### src/rtl/move_sequencer_pkg.sv
// move_pkg: shared definitions for the runner's vertical-move sequencer.
//   - move codes driven on move_sequencer.move
//   - profile lengths per move
//   - FSM state constants (legacy two-bit encodings)
//   - default y-boundary limits
//   - helpers for move priority and the per-move y guard
package move_pkg;

  localparam logic [1:0] MOVE_IDLE  = 2'b00;
  localparam logic [1:0] MOVE_CLIMB = 2'b01;
  localparam logic [1:0] MOVE_JUMP  = 2'b10;
  localparam logic [1:0] MOVE_DROP  = 2'b11;

  localparam logic [3:0] LEN_CLIMB = 4'd8;
  localparam logic [3:0] LEN_JUMP  = 4'd14;
  localparam logic [3:0] LEN_DROP  = 4'd8;

  localparam logic [1:0] ST_IDLE   = 2'd0;
  localparam logic [1:0] ST_RUN    = 2'd1;
  localparam logic [1:0] ST_FINISH = 2'd2;

  localparam logic [6:0] Y_TOP_DEFAULT = 7'd40;
  localparam logic [6:0] Y_BOT_DEFAULT = 7'd80;

  // req is active-high, one bit per move: [0] climb, [1] jump, [2] drop.
  // Lower move code wins.
  function automatic logic [1:0] pick_move(input logic [2:0] req);
    if (req[0])      return MOVE_CLIMB;
    else if (req[1]) return MOVE_JUMP;
    else if (req[2]) return MOVE_DROP;
    else             return MOVE_IDLE;
  endfunction

  // Level-boundary gate: climb needs headroom above, drop needs room below.
  function automatic logic guard_ok(input logic [1:0] mv, input logic [6:0] y,
                                    input logic [6:0] top, input logic [6:0] bot);
    case (mv)
      MOVE_CLIMB: return y > top;
      MOVE_JUMP:  return 1'b1;
      MOVE_DROP:  return y < bot;
      default:    return 1'b0;
    endcase
  endfunction

endpackage

### src/rtl/move_sequencer_profile_rom.sv
// move_profile_rom: combinational step-profile lookup.
//   i_move  in  2  move code (MOVE_*)
//   i_idx   in  4  step index within the profile
//   o_up    out 1  1 = step moves y up (y decreases)
//   o_mag   out 4  step magnitude 1..9
//   o_last  out 1  entry is the final step of the profile
// Profiles: climb up 9..3 then down 2; jump up 7..1 then down 1..7;
// drop down 1,2,3,4,6,7,8,9.
module move_profile_rom
  import move_pkg::*;
(
  input  logic [1:0] i_move,
  input  logic [3:0] i_idx,
  output logic       o_up,
  output logic [3:0] o_mag,
  output logic       o_last
);

  always_comb begin
    o_up   = 1'b0;
    o_mag  = '0;
    o_last = 1'b0;
    case (i_move)
      MOVE_CLIMB: begin
        o_up   = (i_idx < 4'd7);
        o_mag  = (i_idx < 4'd7) ? (4'd9 - i_idx) : 4'd2;
        o_last = (i_idx == LEN_CLIMB - 4'd1);
      end
      MOVE_JUMP: begin
        o_up   = (i_idx < 4'd7);
        o_mag  = (i_idx < 4'd7) ? (4'd7 - i_idx) : (i_idx - 4'd6);
        o_last = (i_idx == LEN_JUMP - 4'd1);
      end
      MOVE_DROP: begin
        // magnitude 5 is skipped
        o_mag  = (i_idx < 4'd4) ? (i_idx + 4'd1) : (i_idx + 4'd2);
        o_last = (i_idx == LEN_DROP - 4'd1);
      end
      default: ;
    endcase
  end

endmodule

### src/rtl/move_sequencer.sv
// move_sequencer: picks one vertical move at a time from the active-low move
// keys and paces its step profile against frame_tick.
//   clk         in  1  system clock
//   reset       in  1  synchronous, active-high
//   frame_tick  in  1  one-cycle pulse per frame
//   keys        in  3  active-low: [0] climb, [1] jump, [2] drop
//   man_style   in  1  new move starts permitted when high
//   y           in  7  current y from the datapath (0 = top)
//   move        out 2  active move code
//   busy        out 1  move in progress
//   step_valid  out 1  one-cycle step strobe
//   step_up     out 1  step direction (valid with step_valid)
//   step_mag    out 4  step magnitude (valid with step_valid)
//   done        out 1  one-cycle pulse after the last step
// Build option: MOVE_QUEUE_EN adds a one-deep pending request captured on key
// falling edges while busy, launched from the FINISH cycle.
module move_sequencer
  import move_pkg::*;
#(
  parameter int unsigned FRAME_DIV   = 1,
  parameter logic [6:0]  Y_TOP_LIMIT = Y_TOP_DEFAULT,
  parameter logic [6:0]  Y_BOT_LIMIT = Y_BOT_DEFAULT
) (
  input  logic       clk,
  input  logic       reset,
  input  logic       frame_tick,
  input  logic [2:0] keys,
  input  logic       man_style,
  input  logic [6:0] y,
  output logic [1:0] move,
  output logic       busy,
  output logic       step_valid,
  output logic       step_up,
  output logic [3:0] step_mag,
  output logic       done
);

  localparam logic [3:0] DIV_LAST = 4'(FRAME_DIV - 1);

  logic [1:0] r_state;
  logic [1:0] r_move;
  logic       r_busy;
  logic [3:0] r_div;
  logic [3:0] r_idx;
  logic       r_step_valid;
  logic       r_step_up;
  logic [3:0] r_step_mag;
  logic       r_step_last;
  logic       r_done;

  logic [2:0] w_req;
  logic [1:0] w_start_move;
  logic [1:0] w_next_move;
  logic       w_rom_up;
  logic [3:0] w_rom_mag;
  logic       w_rom_last;

  assign w_req = ~keys & {guard_ok(MOVE_DROP,  y, Y_TOP_LIMIT, Y_BOT_LIMIT),
                          1'b1,
                          guard_ok(MOVE_CLIMB, y, Y_TOP_LIMIT, Y_BOT_LIMIT)};
  assign w_start_move = pick_move(w_req);

  move_profile_rom u_rom (
    .i_move (r_move),
    .i_idx  (r_idx),
    .o_up   (w_rom_up),
    .o_mag  (w_rom_mag),
    .o_last (w_rom_last)
  );

`ifdef MOVE_QUEUE_EN
  logic [2:0] r_keys_q;
  logic [1:0] r_pend;
  logic [1:0] w_edge_move;

  assign w_edge_move = pick_move(r_keys_q & ~keys);
  // Pending request is re-checked against y only when it would launch.
  assign w_next_move = guard_ok(r_pend, y, Y_TOP_LIMIT, Y_BOT_LIMIT) ? r_pend : MOVE_IDLE;

  always_ff @(posedge clk) begin
    if (reset) begin
      r_keys_q <= '1;
      r_pend   <= MOVE_IDLE;
    end else begin
      r_keys_q <= keys;
      if (r_state == ST_FINISH)
        r_pend <= MOVE_IDLE;
      else if (r_busy && (w_edge_move != MOVE_IDLE) &&
               ((r_pend == MOVE_IDLE) || (w_edge_move < r_pend)))
        r_pend <= w_edge_move;
    end
  end
`else
  assign w_next_move = MOVE_IDLE;
`endif

  always_ff @(posedge clk) begin
    if (reset) begin
      r_state      <= ST_IDLE;
      r_move       <= MOVE_IDLE;
      r_busy       <= 1'b0;
      r_div        <= '0;
      r_idx        <= '0;
      r_step_valid <= 1'b0;
      r_step_up    <= 1'b0;
      r_step_mag   <= '0;
      r_step_last  <= 1'b0;
      r_done       <= 1'b0;
    end else begin
      r_step_valid <= 1'b0;
      r_step_up    <= 1'b0;
      r_step_mag   <= '0;
      r_done       <= 1'b0;
      case (r_state)
        ST_IDLE: begin
          if (man_style && (w_start_move != MOVE_IDLE)) begin
            r_move  <= w_start_move;
            r_busy  <= 1'b1;
            r_idx   <= '0;
            r_div   <= '0;
            r_state <= ST_RUN;
          end
        end
        ST_RUN: begin
          // FINISH is entered one cycle after the last strobe so that done
          // lands the cycle after it and busy drops the cycle after done.
          if (r_step_valid && r_step_last) begin
            r_state <= ST_FINISH;
            r_done  <= 1'b1;
          end else if (frame_tick) begin
            if (r_div == DIV_LAST) begin
              r_div        <= '0;
              r_step_valid <= 1'b1;
              r_step_up    <= w_rom_up;
              r_step_mag   <= w_rom_mag;
              r_step_last  <= w_rom_last;
              r_idx        <= r_idx + 4'd1;
            end else begin
              r_div <= r_div + 4'd1;
            end
          end
        end
        ST_FINISH: begin
          r_idx       <= '0;
          r_div       <= '0;
          r_step_last <= 1'b0;
          if (w_next_move != MOVE_IDLE) begin
            r_move  <= w_next_move;
            r_state <= ST_RUN;
          end else begin
            r_move  <= MOVE_IDLE;
            r_busy  <= 1'b0;
            r_state <= ST_IDLE;
          end
        end
        default: r_state <= ST_IDLE;
      endcase
    end
  end

  assign move       = r_move;
  assign busy       = r_busy;
  assign step_valid = r_step_valid;
  assign step_up    = r_step_up;
  assign step_mag   = r_step_mag;
  assign done       = r_done;

endmodule
### config.mk
export PLATFORM = sky130hd
export DESIGN_NAME = move_sequencer
export DESIGN_NICKNAME = d
export VERILOG_FILES = /design/src/rtl/move_sequencer_pkg.sv /design/src/rtl/move_sequencer_profile_rom.sv /design/src/rtl/move_sequencer.sv
export SDC_FILE = /design/constraint.sdc
export NUM_CORES = 1
export LEC_CHECK = 0
export ABC_AREA = 1
export BUFFER_PORTS_ARGS = -buffer_cell sky130_fd_sc_hd__buf_2
export CAP_MARGIN = 20
export CORE_MARGIN = 2
export CORE_UTILIZATION = 45
export DETAILED_ROUTE_END_ITERATION = 16
export PLACE_DENSITY_LB_ADDON = 0.12
export SYNTH_ARGS = -nofsm -noshare
export SYNTH_HDL_FRONTEND = slang
export SYNTH_SLANG_ARGS = --single-unit
### constraint.sdc
create_clock -name clk -period 3.7 [get_ports clk]
set_input_delay 0.185 -clock clk [delete_from_list [all_inputs] [get_ports clk]]
set_output_delay 0.185 -clock clk [all_outputs]
set_load 0.01 [all_outputs]
# [After elaboration in Yosys (flattened, before gate mapping)]
# Cells that the tools add are included.
[totals] regBits=21 in_bits=14 out_inout_bits=10 wordCells=87
[classes] addsub=6 n_lt_le_gt_ge=4 n_eq_ne=12 mux=30 bitwise_logic=6 n_reduce_logical=19
[ops] cell="two-way mux 4 bit" count=10
[ops] cell="case mux 4 bit (3 select lines)" count=3
[ops] cell="two-way mux 2 bit" count=6
[ops] cell="!= test 2 bit, second input constant" count=5
[ops] cell="adder 4 x 1 -> 4 bit, second input constant" count=2
[ops] cell="< comparator 4 x 3 -> 1 bit, second input constant" count=2
[ops] cell="case mux 2 bit (2 select lines)" count=2
[ops] cell="AND reduction 4 bit" count=2
[ops] cell="greater-than comparator 7 x 6 -> 1 bit, second input constant" count=1
[ops] cell="< comparator 7 bit, second input constant" count=1
[ops] cell="equality test 2 bit, second input constant" count=3
[ops] cell="two-way mux 1 bit" count=6
[ops] cell="case mux 1 bit (2 select lines)" count=3
[ops] cell="nonzero test 2 bit" count=3
[ops] cell="OR reduction 2 bit" count=3
[ops] cell="OR reduction 6 bit" count=1
[ops] cell="AND reduction 5 bit" count=1
[ops] cell="OR reduction 5 bit" count=1
[ops] cell="adder 4 x 2 -> 4 bit, second input constant" count=1
[ops] cell="equality test 2 x 1 -> 1 bit, second input constant" count=2
[ops] cell="equality test 4 x 3 -> 1 bit, second input constant" count=1
[ops] cell="equality test 4 bit, second input constant" count=1
[ops] cell="zero test 4 bit" count=1
[ops] cell="NOT 1 bit" count=4
[ops] cell="other kinds (10)" count=12

# [Logic depth before layout (Yosys ltp)]
[depth] ltp_word=9 mapped_depth=12 ltp_nobuf=12

# [Cells and area by module]
# A second synthesis with hierarchy kept.
[hier_totals] cells_unflattened=216 area_unflattened_um2=1382.6
[modules_own_cells] module="move_sequencer" n_inst=1 cells_each=151 area_per_inst_um2=1038.5 seq_area_each_um2=420.4
[modules_own_cells] module="move_profile_rom" n_inst=1 cells_each=65 area_per_inst_um2=344.1 seq_area_each_um2=0.0

# [Worst setup path after synthesis]
# No wires, ideal clock.
[synth_timing] kind="register -> register" start="register r_idx[2]" end="register r_step_mag[1], in the netlist step_mag[1]" setup_time_ns=0.125 t_arrival_ns=1.223 required_ns=3.575 slack_ns=2.352 path_stages_with_launch=8 n_path_buf=0 period_less_slack_ns=1.348 cell_sequence="dfxtp_1 ha_1 nand2_1 inv_1 nor2_1 inv_1 o21ai_0 a31oi_1"
[synth_between] elab_chain_cells=3 word_cells_on_any_way=6 classes_between="order compare (2); mux (4)"
[synth_rtl] item="start: declaration" line="move_sequencer.sv:44" text="logic [3:0] r_idx;"
[synth_rtl] item="start signal: assignment" line="move_sequencer.sv:137" text="r_idx <= r_idx + 4'd1;"
[synth_rtl] item="< comparator 4 x 3 -> 1 bit (on tied branches)" line="move_sequencer_profile_rom.sv:36, move_sequencer_profile_rom.sv:26, move_sequencer_profile_rom.sv:31"
[synth_rtl] item="two-way mux 4 bit (on tied branches)" line="move_sequencer_profile_rom.sv:36, move_sequencer_profile_rom.sv:26, move_sequencer_profile_rom.sv:31"
[synth_rtl] item="case mux 4 bit (3 select lines) (*)" line="move_sequencer_profile_rom.sv:23" text="case (i_move)"
[synth_rtl] item="end signal: assignment" line="move_sequencer.sv:135" text="r_step_mag <= w_rom_mag;"
[synth_rtl] item="end: declaration" line="move_sequencer.sv:47" text="logic [3:0] r_step_mag;"
# Mark *: on every way between the ends. The rest lies on a longest branch, timed or not.
# A chain may end at the register's enable or synchronous reset.

# [Worst setup path after layout]
[layout_timing] start="register r_idx[2]" end="register r_idx[3]"
[layout_between] elab_chain_cells=5
[layout_rtl] item="adder 4 x 1 -> 4 bit" line="move_sequencer.sv:137"
[layout_rtl] item="two-way mux 4 bit" line="move_sequencer.sv:131" text="if (r_div == DIV_LAST) begin"
[layout_rtl] item="two-way mux 4 bit" line="move_sequencer.sv:130" text="end else if (frame_tick) begin"
[layout_rtl] item="two-way mux 4 bit" line="move_sequencer.sv:127" text="if (r_step_valid && r_step_last) begin"
[layout_rtl] item="case mux 4 bit (3 select lines)" line="move_sequencer.sv:114" text="case (r_state)"
# No other way between the ends. The select of a mux whose other input is x is not followed.

==> results.md <==
- I/O pins: 24
- Final period utilization: 0.451
- Clk slew on worst S/H paths: 0.12 ns
- Final worst slack: 2.03 ns
- Most frequent cells in the layout: nand2_1 (42), inv_1 (23), nand3_1 (23), buf_2 (23), dfxtp_1 (21)
- Max Clock Skew: 0.00311 ns
- Die Area: around 3300 um2
- Post-CTS Setup Repair Bufs: 0
- Family with the most delay on the worst path: simple AND/OR/NAND/NOR gates
- Nets@finish: around 240
- Clock sinks: 21
- Worst-Skew Late Latency: roughly 0.3 ns
- TNS Setup: 0 ns
- Global-route usage over all layers: 0.176
- DR pass1 iterations: 7
- Clock Path Buffers: 2
- Hold Path Depth: 3
- Met1 Usage GRT: 0.225
- Seq. cell area: 420 um2
- Async SR Flop Fraction: 0
- EDFF count, synth: 0
- Number of synthesized register bits: 21
- Syn Area/Cell: between 6 and 7 um2
- Via count: 1,294
- Fillers: 284
- Core area: 2730 um2
- Leakage Power: 0.717 nW
- R2R Path Start: r_idx[2]$_SDFFE_PP0P_
- Hold_sp: man_style
- PortBufs: 23
- Initial antenna violation count: 0
- Critical R2R Capture: r_idx[3]$_SDFFE_PP0P_
- WP buf/inv: 2
- Ys flop type: dfxtp_1
- Syn nets: 211
- WP depth: 9
- Largest net degree at the start of global routing: 14
- Layout cell share with drive strength beyond 1: 0.190
- Worst setup path class: register to register
- Crit end category: register
- Arr. time, crit path: 1.88 ns
- Drt drc: 0
- Synthesis-to-finish area growth: 12.5%
- # setup viols final: 0
- Syn Std Cell Area: roughly 1300 um2
- Root Buffer: clkbuf_4
- CTS tree: built
- Vias per cell: ~5.3
- Max Clk Rate: 599 MHz
- Routed len/inst: 11.2 um
- Final Hold Viols: 0
- 1st-iter DRT viols: 86
- Crit-path cells: ha_1, nand2_1, inv_1, nor2_1, inv_1, nand3_1, nand3_1, nand2_1, nor2_1
- Netlist cell types: 26
- Crit path required time: a little under 4 ns
- Commonest non-fill, non-tap cell in the layout: nand2_1
- RSZ-0062 raised after global routing: no
- Worst Path Max Fanout: 8
- Global-route wire length before repair: about 4700 um
- Synth warn: 0
- Max cap viols: 0
- Critical path's slowest cell: dfxtp_1
- Max IR drop VDD: around 0.00027 V
- Final HPWL DP: ~2100 um
- Gates resized, CTS repair: 0
- CTS Buf Count: 3
- GRT overflow: 0
- Clock period minus worst slack: 1.67 ns
- Pre-CTS WS: ~2.1 ns
- Worst reg-to-reg path cell count: 9
- M2 GR Usage: 0.297
- Vias in the first global route: 1,135
- Slew @ Worst Pin: 0.467 ns
- Status: complete, no violations
- GRT met3 Usage: 0.0272
- Slew HR: 0.688
- Register area share after synthesis: 0.327
- Footprint of the multi-input gates: 747 um2
- Post-route ant nets: 0
- Register-to-register setup slack: 2.03 ns
- Starting Density: 0.470
- Highest cell delay on the worst timing path: a little over 0.4 ns
- H-tree depth: 1
- Syn Inst Count: between 150 and 200
- Die height: 57.4 um
- CP Launch Type: register
- Pins Over Slew Limit: 0
- # hold bufs at CTS: 0
- N_diodes: 0
- Gpl congestion: about 0.91
- Hold Path End: move[1]$_SDFFE_PP0P_
- Total wire length: 2720 um
- Power density cells: between 300 and 400 nW/um2
- Worst hold path class: input port to register
- Gr busiest metal: met2
- Die width: approximately 57 um
- Core Rows: 19
## per-layer routing
metal | vias to the layer above | share of wire
met4 | 0 | 0.0081
li1 | 664 | -
met5 | - | 0
met3 | 5 | 0.041
met1 | 586 | 0.46
met2 | 39 | 0.49
## cells by family (layout without fill, tap and decap cells)
kind of cell,count (synthesis),after routing,synth area share
AO/OA/AOI/OAI,27,27,0.114
XOR/XNOR,2,2,0.0136
adder cells (fa/ha/maj),10,10,0.0974
buffers and inverters,29,53,0.0915
flip-flops,21,21,0.327
AND/OR/NAND/NOR,98,98,0.356
## per-stage QoR
step	util	hold WS, ns	instances	total power, W	instance area (um2)
floorplan	-	0.268	187	0.000348	1280
global placement	0.519	0.452	238	0.000374	1420
detailed placement	0.519	0.461	238	0.000377	1420
CTS	0.529	0.165	242	0.000490	1450
global route	0.529	0.185	242	0.000517	1450
finish	0.529	0.169	242	0.000485	1450
## how the worst max path moves through the flow
stage                                     start                     end  slack, ns
after floorplan           r_idx[2]$_SDFFE_PP0P_  step_mag[1]$_SDFF_PP0_       2.35
after global placement    r_idx[2]$_SDFFE_PP0P_   r_idx[3]$_SDFFE_PP0P_       2.09
after detailed placement  r_idx[2]$_SDFFE_PP0P_  step_mag[1]$_SDFF_PP0_       2.11
after CTS                 r_idx[1]$_SDFFE_PP0P_   r_idx[3]$_SDFFE_PP0P_       2.09
after global routing      r_idx[2]$_SDFFE_PP0P_   r_idx[3]$_SDFFE_PP0P_       1.88
final                     r_idx[2]$_SDFFE_PP0P_   r_idx[3]$_SDFFE_PP0P_       2.03
## registers in the layout, indices dropped and copies added, names as in the netlist
name / flops
r_div: 4
r_idx: 4
step_mag: 4
move: 2
r_state: 2
busy: 1
done: 1
r_step_last: 1
step_up: 1
step_valid: 1
## report_power, final
part / switching [W] / total, W / internal (W)
Clock: 0.0000702 / 0.000112 / 0.0000420
Sequential: 0.0000172 / 0.000256 / 0.000239
Combinational: 0.0000730 / 0.000117 / 0.0000437
## cells in the mapped netlist (2+ instances only)
cell type | count | area [um2]
or2_2 | 2 | 12.5
nand3_1 | 23 | 115
nor3b_2 | 2 | 25.0
o21ai_1 | 3 | 15.0
inv_1 | 23 | 86.3
xor2_1 | 2 | 17.5
dfxtp_1 | 21 | 420
nand4_1 | 3 | 18.8
nand2_2 | 5 | 31.3
nor2_1 | 15 | 56.3
o21ai_0 | 5 | 25.0
a31oi_1 | 4 | 25.0
nor2_2 | 2 | 12.5
a21oi_1 | 13 | 65.1
ha_1 | 10 | 125
nand2_1 | 42 | 158
nor3_1 | 2 | 10.0
inv_2 | 2 | 7.51
## worst reg2reg max path, cell delays in order (launching register included)
cell	delay (ns)
dfxtp_1	0.41
ha_1	0.27
nand2_1	0.08
inv_1	0.05
nor2_1	0.36
inv_1	0.12
nand3_1	0.10
nand3_1	0.09
nand2_1	0.07
nor2_1	0.04
## cell type report
type | count | area share
clock buffer | 4 | 0.0182
inverter | 26 | 0.0675
multi-input combinational | 137 | 0.517
sequential | 21 | 0.291
tap | 31 | 0.0268
timing repair buffer | 23 | 0.0797
No activity file was read; power rests on OpenSTA's default activity.
